<file path="src/rtl/csr_pkg.sv">
// csr_pkg: CSR operation encoding, controller state encoding, machine-mode CSR
// addresses and mstatus bit positions shared by the trap controller.
package csr_pkg;

    // Operation presented to the CSR file; CsrOpNone is the idle/read encoding.
    typedef enum logic [1:0] {
        CsrOpNone = 2'b00,
        CsrOpRw   = 2'b01,
        CsrOpRs   = 2'b10,
        CsrOpRc   = 2'b11
    } csrop_t;

    // Controller states kept as plain constants for compatibility with older tooling.
    typedef logic [3:0] ctrl_state_t;
    localparam ctrl_state_t StIdle     = 4'd0;
    localparam ctrl_state_t StWrEpc    = 4'd1;
    localparam ctrl_state_t StWrCause  = 4'd2;
    localparam ctrl_state_t StWrTval   = 4'd3;
    localparam ctrl_state_t StRdStatus = 4'd4;
    localparam ctrl_state_t StWrStatus = 4'd5;
    localparam ctrl_state_t StRdTvec   = 4'd6;
    localparam ctrl_state_t StRdEpc    = 4'd7;
    localparam ctrl_state_t StDone     = 4'd8;

    localparam logic [11:0] CsrAddrMstatus = 12'h300;
    localparam logic [11:0] CsrAddrMtvec   = 12'h305;
    localparam logic [11:0] CsrAddrMepc    = 12'h341;
    localparam logic [11:0] CsrAddrMcause  = 12'h342;
    localparam logic [11:0] CsrAddrMtval   = 12'h343;

    localparam int unsigned MstatusMie   = 3;
    localparam int unsigned MstatusMpie  = 7;
    localparam int unsigned MstatusMppLo = 11;
    localparam int unsigned MstatusMppHi = 12;

endpackage

</file>
<file path="src/rtl/csr_tvec_calc.sv">
// csr_tvec_calc: combinational trap-vector target from mtvec and mcause.
// Vectored mode only applies to interrupts; reserved modes fall back to direct.
module csr_tvec_calc #(
    parameter int unsigned DATA_WIDTH = 32
) (
    input  logic [DATA_WIDTH-1:0] tvec_i,
    input  logic [DATA_WIDTH-1:0] cause_i,
    output logic [DATA_WIDTH-1:0] target_o
);

    logic [DATA_WIDTH-1:0] base;
    logic [DATA_WIDTH-1:0] offset;
    logic                  unused_cause_msb;

    // Cause bit just below the interrupt flag is shifted out by the *4 anyway.
    assign unused_cause_msb = cause_i[DATA_WIDTH-2];

    // Select direct base or base plus 4*cause for vectored interrupts.
    always_comb begin
        base   = {tvec_i[DATA_WIDTH-1:2], 2'b00};
        offset = {cause_i[DATA_WIDTH-3:0], 2'b00};
        if (tvec_i[1:0] == 2'b01 && cause_i[DATA_WIDTH-1]) begin
            target_o = base + offset;
        end else begin
            target_o = base;
        end
    end

endmodule

</file>
<file path="src/rtl/csr_trap_ctrl.sv">
// csr_trap_ctrl: sequences machine-mode trap entry and mret through a single
// CSR file port, and arbitrates that port with instruction CSR accesses.
// Build option: define CSR_TRAP_TVAL_EN to include the mtval write on trap entry.
module csr_trap_ctrl
    import csr_pkg::*;
#(
    parameter int unsigned DATA_WIDTH = 32,
    parameter int unsigned ADDR_WIDTH = 12
) (
    input  logic                  clk,
    input  logic                  arst_n,
    input  logic                  trap_req_in,
    input  logic [DATA_WIDTH-1:0] trap_pc_in,
    input  logic [DATA_WIDTH-1:0] trap_cause_in,
    input  logic [DATA_WIDTH-1:0] trap_val_in,
    input  logic                  mret_req_in,
    input  logic                  ins_req_in,
    input  logic [ADDR_WIDTH-1:0] ins_addr_in,
    input  csrop_t                ins_op_in,
    input  logic [DATA_WIDTH-1:0] ins_wdata_in,
    output logic                  ins_gnt_out,
    output logic [ADDR_WIDTH-1:0] csr_addr_out,
    output logic                  csr_wr_en_out,
    output csrop_t                csr_op_out,
    output logic [DATA_WIDTH-1:0] csr_wdata_out,
    input  logic [DATA_WIDTH-1:0] csr_rd_data_in,
    output logic                  trap_ack_out,
    output logic                  redirect_valid_out,
    output logic [DATA_WIDTH-1:0] redirect_pc_out,
    output logic                  busy_out
);

    ctrl_state_t           state_q, state_d;
    logic                  mret_q, mret_d;
    logic [DATA_WIDTH-1:0] pc_q, pc_d;
    logic [DATA_WIDTH-1:0] cause_q, cause_d;
    logic [DATA_WIDTH-1:0] status_q, status_d;
    logic [DATA_WIDTH-1:0] redirect_q, redirect_d;
    logic [DATA_WIDTH-1:0] status_wr;
    logic [DATA_WIDTH-1:0] tvec_target;

`ifdef CSR_TRAP_TVAL_EN
    logic [DATA_WIDTH-1:0] val_q, val_d;
`else
    logic                  unused_trap_val;
    assign unused_trap_val = ^trap_val_in;
`endif

    csr_tvec_calc #(
        .DATA_WIDTH(DATA_WIDTH)
    ) u_tvec_calc (
        .tvec_i  (csr_rd_data_in),
        .cause_i (cause_q),
        .target_o(tvec_target)
    );

    assign busy_out = (state_q != StIdle);

    // Updated mstatus: stack MIE on trap, restore it on mret; MPP always forced to M.
    always_comb begin
        status_wr = status_q;
        if (mret_q) begin
            status_wr[MstatusMie]  = status_q[MstatusMpie];
            status_wr[MstatusMpie] = 1'b1;
        end else begin
            status_wr[MstatusMpie] = status_q[MstatusMie];
            status_wr[MstatusMie]  = 1'b0;
        end
        status_wr[MstatusMppHi:MstatusMppLo] = 2'b11;
    end

    // Arbitration, sequencing, latch updates and CSR port drive.
    always_comb begin
        state_d    = state_q;
        mret_d     = mret_q;
        pc_d       = pc_q;
        cause_d    = cause_q;
        status_d   = status_q;
        redirect_d = redirect_q;
`ifdef CSR_TRAP_TVAL_EN
        val_d      = val_q;
`endif
        ins_gnt_out        = 1'b0;
        csr_addr_out       = '0;
        csr_wr_en_out      = 1'b0;
        csr_op_out         = CsrOpNone;
        csr_wdata_out      = '0;
        trap_ack_out       = 1'b0;
        redirect_valid_out = 1'b0;
        redirect_pc_out    = '0;
        unique case (state_q)
            StIdle: begin
                if (trap_req_in) begin
                    state_d = StWrEpc;
                    mret_d  = 1'b0;
                    pc_d    = trap_pc_in;
                    cause_d = trap_cause_in;
`ifdef CSR_TRAP_TVAL_EN
                    val_d   = trap_val_in;
`endif
                end else if (mret_req_in) begin
                    state_d = StRdStatus;
                    mret_d  = 1'b1;
                end else if (ins_req_in) begin
                    ins_gnt_out   = 1'b1;
                    csr_addr_out  = ins_addr_in;
                    csr_wr_en_out = 1'b1;
                    csr_op_out    = ins_op_in;
                    csr_wdata_out = ins_wdata_in;
                end
            end
            StWrEpc: begin
                csr_addr_out  = ADDR_WIDTH'(CsrAddrMepc);
                csr_wr_en_out = 1'b1;
                csr_op_out    = CsrOpRw;
                csr_wdata_out = pc_q;
                state_d       = StWrCause;
            end
            StWrCause: begin
                csr_addr_out  = ADDR_WIDTH'(CsrAddrMcause);
                csr_wr_en_out = 1'b1;
                csr_op_out    = CsrOpRw;
                csr_wdata_out = cause_q;
`ifdef CSR_TRAP_TVAL_EN
                state_d       = StWrTval;
`else
                state_d       = StRdStatus;
`endif
            end
`ifdef CSR_TRAP_TVAL_EN
            StWrTval: begin
                csr_addr_out  = ADDR_WIDTH'(CsrAddrMtval);
                csr_wr_en_out = 1'b1;
                csr_op_out    = CsrOpRw;
                csr_wdata_out = val_q;
                state_d       = StRdStatus;
            end
`endif
            StRdStatus: begin
                csr_addr_out = ADDR_WIDTH'(CsrAddrMstatus);
                status_d     = csr_rd_data_in;
                state_d      = StWrStatus;
            end
            StWrStatus: begin
                csr_addr_out  = ADDR_WIDTH'(CsrAddrMstatus);
                csr_wr_en_out = 1'b1;
                csr_op_out    = CsrOpRw;
                csr_wdata_out = status_wr;
                state_d       = mret_q ? StRdEpc : StRdTvec;
            end
            StRdTvec: begin
                csr_addr_out = ADDR_WIDTH'(CsrAddrMtvec);
                redirect_d   = tvec_target;
                state_d      = StDone;
            end
            StRdEpc: begin
                csr_addr_out = ADDR_WIDTH'(CsrAddrMepc);
                redirect_d   = {csr_rd_data_in[DATA_WIDTH-1:2], 2'b00};
                state_d      = StDone;
            end
            StDone: begin
                trap_ack_out       = 1'b1;
                redirect_valid_out = 1'b1;
                redirect_pc_out    = redirect_q;
                state_d            = StIdle;
            end
            default: state_d = StIdle;
        endcase
    end

    // State and latch registers; reset aborts any sequence in flight.
    always_ff @(posedge clk or negedge arst_n) begin
        if (!arst_n) begin
            state_q    <= StIdle;
            mret_q     <= 1'b0;
            pc_q       <= '0;
            cause_q    <= '0;
            status_q   <= '0;
            redirect_q <= '0;
`ifdef CSR_TRAP_TVAL_EN
            val_q      <= '0;
`endif
        end else begin
            state_q    <= state_d;
            mret_q     <= mret_d;
            pc_q       <= pc_d;
            cause_q    <= cause_d;
            status_q   <= status_d;
            redirect_q <= redirect_d;
`ifdef CSR_TRAP_TVAL_EN
            val_q      <= val_d;
`endif
        end
    end

endmodule

</file>
<file path="config.mk">
export PLATFORM = sky130hd
export DESIGN_NAME = csr_trap_ctrl
export DESIGN_NICKNAME = d
export VERILOG_FILES = /design/src/rtl/csr_pkg.sv /design/src/rtl/csr_tvec_calc.sv /design/src/rtl/csr_trap_ctrl.sv
export SDC_FILE = /design/constraint.sdc
export NUM_CORES = 1
export LEC_CHECK = 0
export ABC_AREA = 1
export CAP_MARGIN = 40
export CORE_ASPECT_RATIO = 2
export CORE_UTILIZATION = 45
export DETAILED_ROUTE_END_ITERATION = 16
export PLACE_DENSITY = 0.84
export SYNTH_ARGS = -nofsm -noshare
export SYNTH_HDL_FRONTEND = slang
export SYNTH_SLANG_ARGS = --single-unit
</file>
<file path="constraint.sdc">
create_clock -name clk -period 2.35 [get_ports clk]
set_input_delay 0.705 -clock clk [delete_from_list [all_inputs] [get_ports clk]]
set_output_delay 0.705 -clock clk [all_outputs]
set_load 0.01 [all_outputs]
</file>
# ---- After elaboration in Yosys (flattened, before gate mapping)
# Index checks and enable logic that the tools add are counted.
dict set report word_totals {
  reg_bits 133
  latch_bits 0
  ram_bits 0
  mem_bits_ro 0
  out_inout_bits 83
  word_cells 56
  n_memories 0
}
dict set report classes {
  n_addsub 1
  multipliers 0
  div_mod_pow 0
  n_lt_le_gt_ge 0
  eq_ne 9
  shifts 0
  mux 29
  bitwise 0
  n_reduce_logical 11
}
# op count
set op_table {}
lappend op_table {{two-way mux 32 bit} 5}
lappend op_table {{one-hot mux 32 bit (4 select lines)} 1}
lappend op_table {{one-hot mux 32 bit (2 select lines)} 1}
lappend op_table {{one-hot mux 12 bit (5 select lines)} 1}
lappend op_table {{two-way mux 12 bit} 3}
lappend op_table {{adder 32 bit} 1}
lappend op_table {{one-hot mux 4 bit (6 select lines)} 1}
lappend op_table {{== test 4 x 3 -> 1 bit, second input constant} 4}
lappend op_table {{two-way mux 1 bit} 10}
lappend op_table {{two-way mux 4 bit} 2}
lappend op_table {{two-way mux 2 bit} 3}
lappend op_table {{OR reduction 2 bit} 3}
lappend op_table {{== test 4 x 1 -> 1 bit, second input constant} 1}
lappend op_table {{== test 4 x 2 -> 1 bit, second input constant} 1}
lappend op_table {{== test 4 bit, second input constant} 1}
lappend op_table {{logical NOT 4 bit} 1}
lappend op_table {{one-hot mux 2 bit (2 select lines)} 1}
lappend op_table {{AND reduction 2 bit} 2}
lappend op_table {{nonzero test 2 bit} 2}
lappend op_table {{nonzero test 4 bit} 1}
lappend op_table {{inequality test 3 bit, second input constant} 1}
lappend op_table {{OR reduction 3 bit} 1}
lappend op_table {{== test 2 x 1 -> 1 bit, second input constant} 1}
lappend op_table {{one-hot mux 1 bit (2 select lines)} 1}
lappend op_table {{logical AND 1 bit} 1}

# ---- Logic depth before layout (Yosys ltp)
dict set report logic_depth {
  ltp_word 4
  mapped_depth 13
  depth_no_buf 13
}

# ---- Hierarchy
# Synthesis repeated with hierarchy kept, for this count alone.
dict set report unflattened {
  cells_unflattened 1580
  hier_area_um2 9621.7
}
# mod instances cells_each area_each_um2 seq_area_each_um2
set by_module_without_submodules {}
lappend by_module_without_submodules {csr_trap_ctrl 1 1057 7111.8 3278.1}
lappend by_module_without_submodules {csr_tvec_calc 1 523 2509.9 0.0}

# ---- Worst setup path before layout
# OpenSTA, ideal clock, no wires.
dict set report synth_path {
  path_kind {in2reg}
  startpoint {input port csr_rd_data_in[2]}
  endpoint {register redirect_q[16]}
  setup_ns 0.123
  arrival_ns 2.117
  slack_ns 0.109
  path_stages 10
  cell_sequence {ha_1 -> fa_1 -> nand3_1 -> nand3_1 -> nand2_1 -> nand2_1 -> a21oi_1 -> nor2_1 -> o21ai_0 -> nand2_1}
}
dict set report synth_between {
  elab_chain_len 3
}
# element line_no
set synth_rtl {}
lappend synth_rtl {{start: declaration} csr_trap_ctrl.sv:26} ;# input logic [DATA_WIDTH-1:0] csr_rd_data_in,
lappend synth_rtl {{adder 32 bit} csr_tvec_calc.sv:23} ;# target_o = base + offset;
lappend synth_rtl {{two-way mux 32 bit} csr_tvec_calc.sv:22} ;# if (tvec_i[1:0] == 2'b01 && cause_i[DATA_WIDTH-1]) begin
lappend synth_rtl {{one-hot mux 32 bit (2 select lines)} csr_trap_ctrl.sv:91} ;# unique case (state_q)
lappend synth_rtl {{end signal: assignment} csr_trap_ctrl.sv:189} ;# redirect_q <= redirect_d;
lappend synth_rtl {{end: declaration} csr_trap_ctrl.sv:38} ;# logic [DATA_WIDTH-1:0] redirect_q, redirect_d;
# No other way between the ends.
# A chain may end at the register's enable or synchronous reset.

# ---- Worst setup path after layout
dict set report layout_path {
  startpoint {register state_q[1]}
  endpoint {output port csr_wdata_out[23]}
}
dict set report layout_between {
  elab_chain_len 2
}
# element line_no
set layout_rtl {}
lappend layout_rtl {{start: declaration} csr_trap_ctrl.sv:33} ;# ctrl_state_t state_q, state_d;
lappend layout_rtl {{start signal: assignment} csr_trap_ctrl.sv:174} ;# state_q <= StIdle;
lappend layout_rtl {{start signal: assignment} csr_trap_ctrl.sv:184} ;# state_q <= state_d;
lappend layout_rtl {{== test 4 x 3 -> 1 bit, or another cell as far along} csr_trap_ctrl.sv:91}
lappend layout_rtl {{one-hot mux 32 bit (4 select lines) (*)} csr_trap_ctrl.sv:91}
lappend layout_rtl {{end: declaration} csr_trap_ctrl.sv:25} ;# output logic [DATA_WIDTH-1:0] csr_wdata_out,
# Every way passes the cells marked *; elsewhere a longest branch is shown, timed or not.

==> impl_results.md <==
* Outcome: finished with violations
* Failing checks: setup timing
* Layout fillers at 1353
* Crit share post-route at 119%
* RD Place Congestion at 0.972
* Crit-path max cell delay at 0.42 ns
* Worst R2R Setup Slack at around 0.25 ns
* Num rows at 70
* DRT Pass-1 Iters at 5
* Worst hold slack at 0.147 ns
* Syn avg cell area at about 6.6 µm²
* Clock Pin Slew Worst Setup and Hold Paths at 0.07 ns
* Initial antenna violation count at 4
* CTS Sinks at 129
* Min Tclk post-route at 2.78 ns
* DIE HEIGHT at 196 µm
* Share of layout cells above drive strength 1 at 24.2%
* Vias post-DR at 10100
* Largest net degree at the start of global routing at 65
* GRT overflow at 0
* Max Clk Rate at 359 MHz
* Hpwl dp at between 20 and 25 mm
* # DRC at 0
* First-pass GRT wire length at around 51 mm
* Synth Instances at 1290
* Worst slew pin tran at between 0.5 and 0.6 ns
* H-tree levels at 4
* Clk_skew at 0.00964 ns
* Max-slew violations at 0
* Post-synth EDFFs at 0
* Core ar. at 0.0183 mm²
* Worst VDD drop at 1150 µV
* Post-Route WL at 35.4 mm
* Slew headroom at 62.8%
* Cell repeated most along the worst path: nand2_4
* TritonCTS buffer count at 17
* Initial Util at 46.2%
* Final Setup Violations at 80
* Synth Flop Type: dfrtp_1
* Clk_lat worst skew at approximately 0.44 ns
* YS warnings at 0
* Synth async-reset ratio at 100%
* Unrepaired setup endpoints after global routing: yes
* Hold Vio Cnt, Final at 0
* Root buffer cell: clkbuf_16
* Pleak at a little over 7 nW
* Reg2reg end: redirect_q[13]
* Setup TNS at -22.31 ns
* FF-to-FF path depth at 11
* Die width at 98.9 µm
* All-layer global routing usage at a little over a third
* Die area at 0.0194 mm²
* Buffers added on ports at roughly 230
* CTS Buffer Depth at 2
* Pwr Total at 16.2 mW
* Antenna-violating nets left at 0
* Net count, final at 1851
* CP Max Fanout at 6
* Vias per inst at 5.41
* Layout area overhead at 56.0%
* Startpoint types: flop
* CTS tree: done
* Min-Delay Path Class: input port to asynchronous set/reset pin
* Final WS setup at -0.435 ns
* R2r startpoint: state_q[3]
* Critical path arrival at roughly 2.1 ns
* CP max stage cell: dfrtp_1
* Maxcap violations at 0
* FF+latch count, synth at 129
* Iter 0 DRT Violations at 621
* Yosys cell types at 36
* Type of the worst setup path: flop to output port
* Mapped Area at 0.00845 mm²
* Req. time, crit path at 1.64 ns
* Crit end category: output port
* Wire length per cell at 18.9 µm
* Sequential fraction of the synthesis area at 38.2%
* Crit-path cells: nor2_2, nand2_2, inv_2, nand2_4, nor2_4, nand2_4, clkinv_8, buf_12, buf_16, nand2_1, nand4_1, buf_2
* Number of global-route vias before repair at 9900
* PD cells at 1230 mW/mm²
* I/O pins at 262
## synthesized netlist by cell type, drive strengths merged (2+ instances only)
master | number | area, µm²
nor3 | 4 | 25.0
nand3 | 48 | 245
mux2 | 7 | 78.8
ha | 29 | 363
dfrtp | 129 | 3230
nor2 | 92 | 375
buf | 29 | 188
xor2 | 10 | 87.6
xnor2 | 4 | 35.0
o211ai | 3 | 22.5
o22ai | 5 | 31.3
a21oi | 49 | 245
nand4 | 34 | 213
and2 | 3 | 18.8
o21bai | 2 | 15.0
clkbuf | 19 | 71.3
inv | 168 | 633
nand2 | 599 | 2270
o21ai | 49 | 245
## worst max path at each step
stage,endpoint,slack [ns],cells past startpoint,start
after floorplan,redirect_q[16],0.11,10,csr_rd_data_in[2]
after global placement,csr_wdata_out[31],-0.75,10,trap_req_in
after detailed placement,csr_wdata_out[22],-0.80,10,trap_req_in
after CTS,csr_wdata_out[23],-0.37,12,state_q[0]
after global routing,csr_wdata_out[23],-0.52,12,state_q[1]
final,csr_wdata_out[23],-0.43,12,state_q[1]
## routing by layer
layer	up-vias	track usage (%)	share of wire (%)	wire, µm
li1	4690	-	-	-
met1	4729	36.3	33	11800
met2	539	62.7	52	18300
met3	184	4.85	5.9	2100
met4	0	28.1	8.9	3150
met5	-	0	0	0
## kinds of logic (layout without fill, tap and decap cells)
family	after synthesis	in the layout	synth area share, %
compound gates	113	113	7.12
simple gates	780	780	37.2
flops	129	129	38.2
mux	7	7	0.933
other cells	1	6	0.0444
xor+xnor	14	14	1.45
fa+ha+maj	30	30	4.53
buf+inv	216	580	10.6
## state kept, by name (all words and copies together), names as in the netlist
register / flops
status_q: 30
pc_q: 32
mret_q: 1
cause_q: 32
redirect_q: 30
state_q: 4
## critical path: cells and delay by family (launching register included)
| family | cells | cell delay [ns] |
|---|---|---|
| flops | 1 | 0.42 |
| simple gates | 7 | 0.64 |
| buf+inv | 5 | 0.56 |
## area by class of cell
class                   instances  area [µm²]  share of cell area [%]
clock inverters                13         196                    1.49
well taps                     216         270                    2.05
diodes                          4        10.0                  0.0759
flip-flops and latches        129        3230                    24.5
multi-input cells             946        4900                    37.1
repair buffers                380        3480                    26.4
inverters                     168         648                    4.92
clock buffers                  19         453                    3.43
## cells in the final DEF (no fill, tap or decap), types with 7 or more instances in the layout
cell             instances
nand2_1                547
inv_1                  157
clkdlybuf4s50_1        132
dfrtp_1                128
buf_4                  109
buf_2                   72
nor2_1                  63
o21ai_0                 48
a21oi_1                 46
nand2_2                 39
nand3_1                 38
nand4_1                 34
buf_6                   32
clkbuf_16               18
nor2_2                  17
buf_12                  15
ha_4                    14
nand2_4                 13
ha_1                    13
nor2_4                  12
xor2_1                  10
inv_2                    9
dlymetal6s2s_1           9
nand3_2                  8
mux2_2                   7
## per-stage QoR
step | worst slack, ns | cells | utilization (%) | instance area [µm²]
after floorplan | 0.109 | 1291 | - | 8460
after global placement | -0.753 | 1790 | 63.8 | 11700
after detailed placement | -0.800 | 1790 | 63.8 | 11700
after CTS | -0.373 | 1862 | 69.5 | 12700
after global routing | -0.521 | 1875 | 72.0 | 13200
final | -0.435 | 1875 | 72.0 | 13200
## timing repair
item,in CTS,in global routing
buffers inserted,33,13
pin swaps,4,8
gates resized for setup,420,96
hold buffers,0,0
setup endpoints to repair,94,100
cloned,8,1
## where the power goes
group / switching [mW] / leakage [nW] / internal (mW) / total [mW]
registers: 0.888 / 1.59 / 3.31 / 4.20
clock network: 1.13 / 0.317 / 1.86 / 2.98
logic: 5.08 / 5.24 / 3.95 / 9.03
No activity file was read; power rests on OpenSTA's default activity.
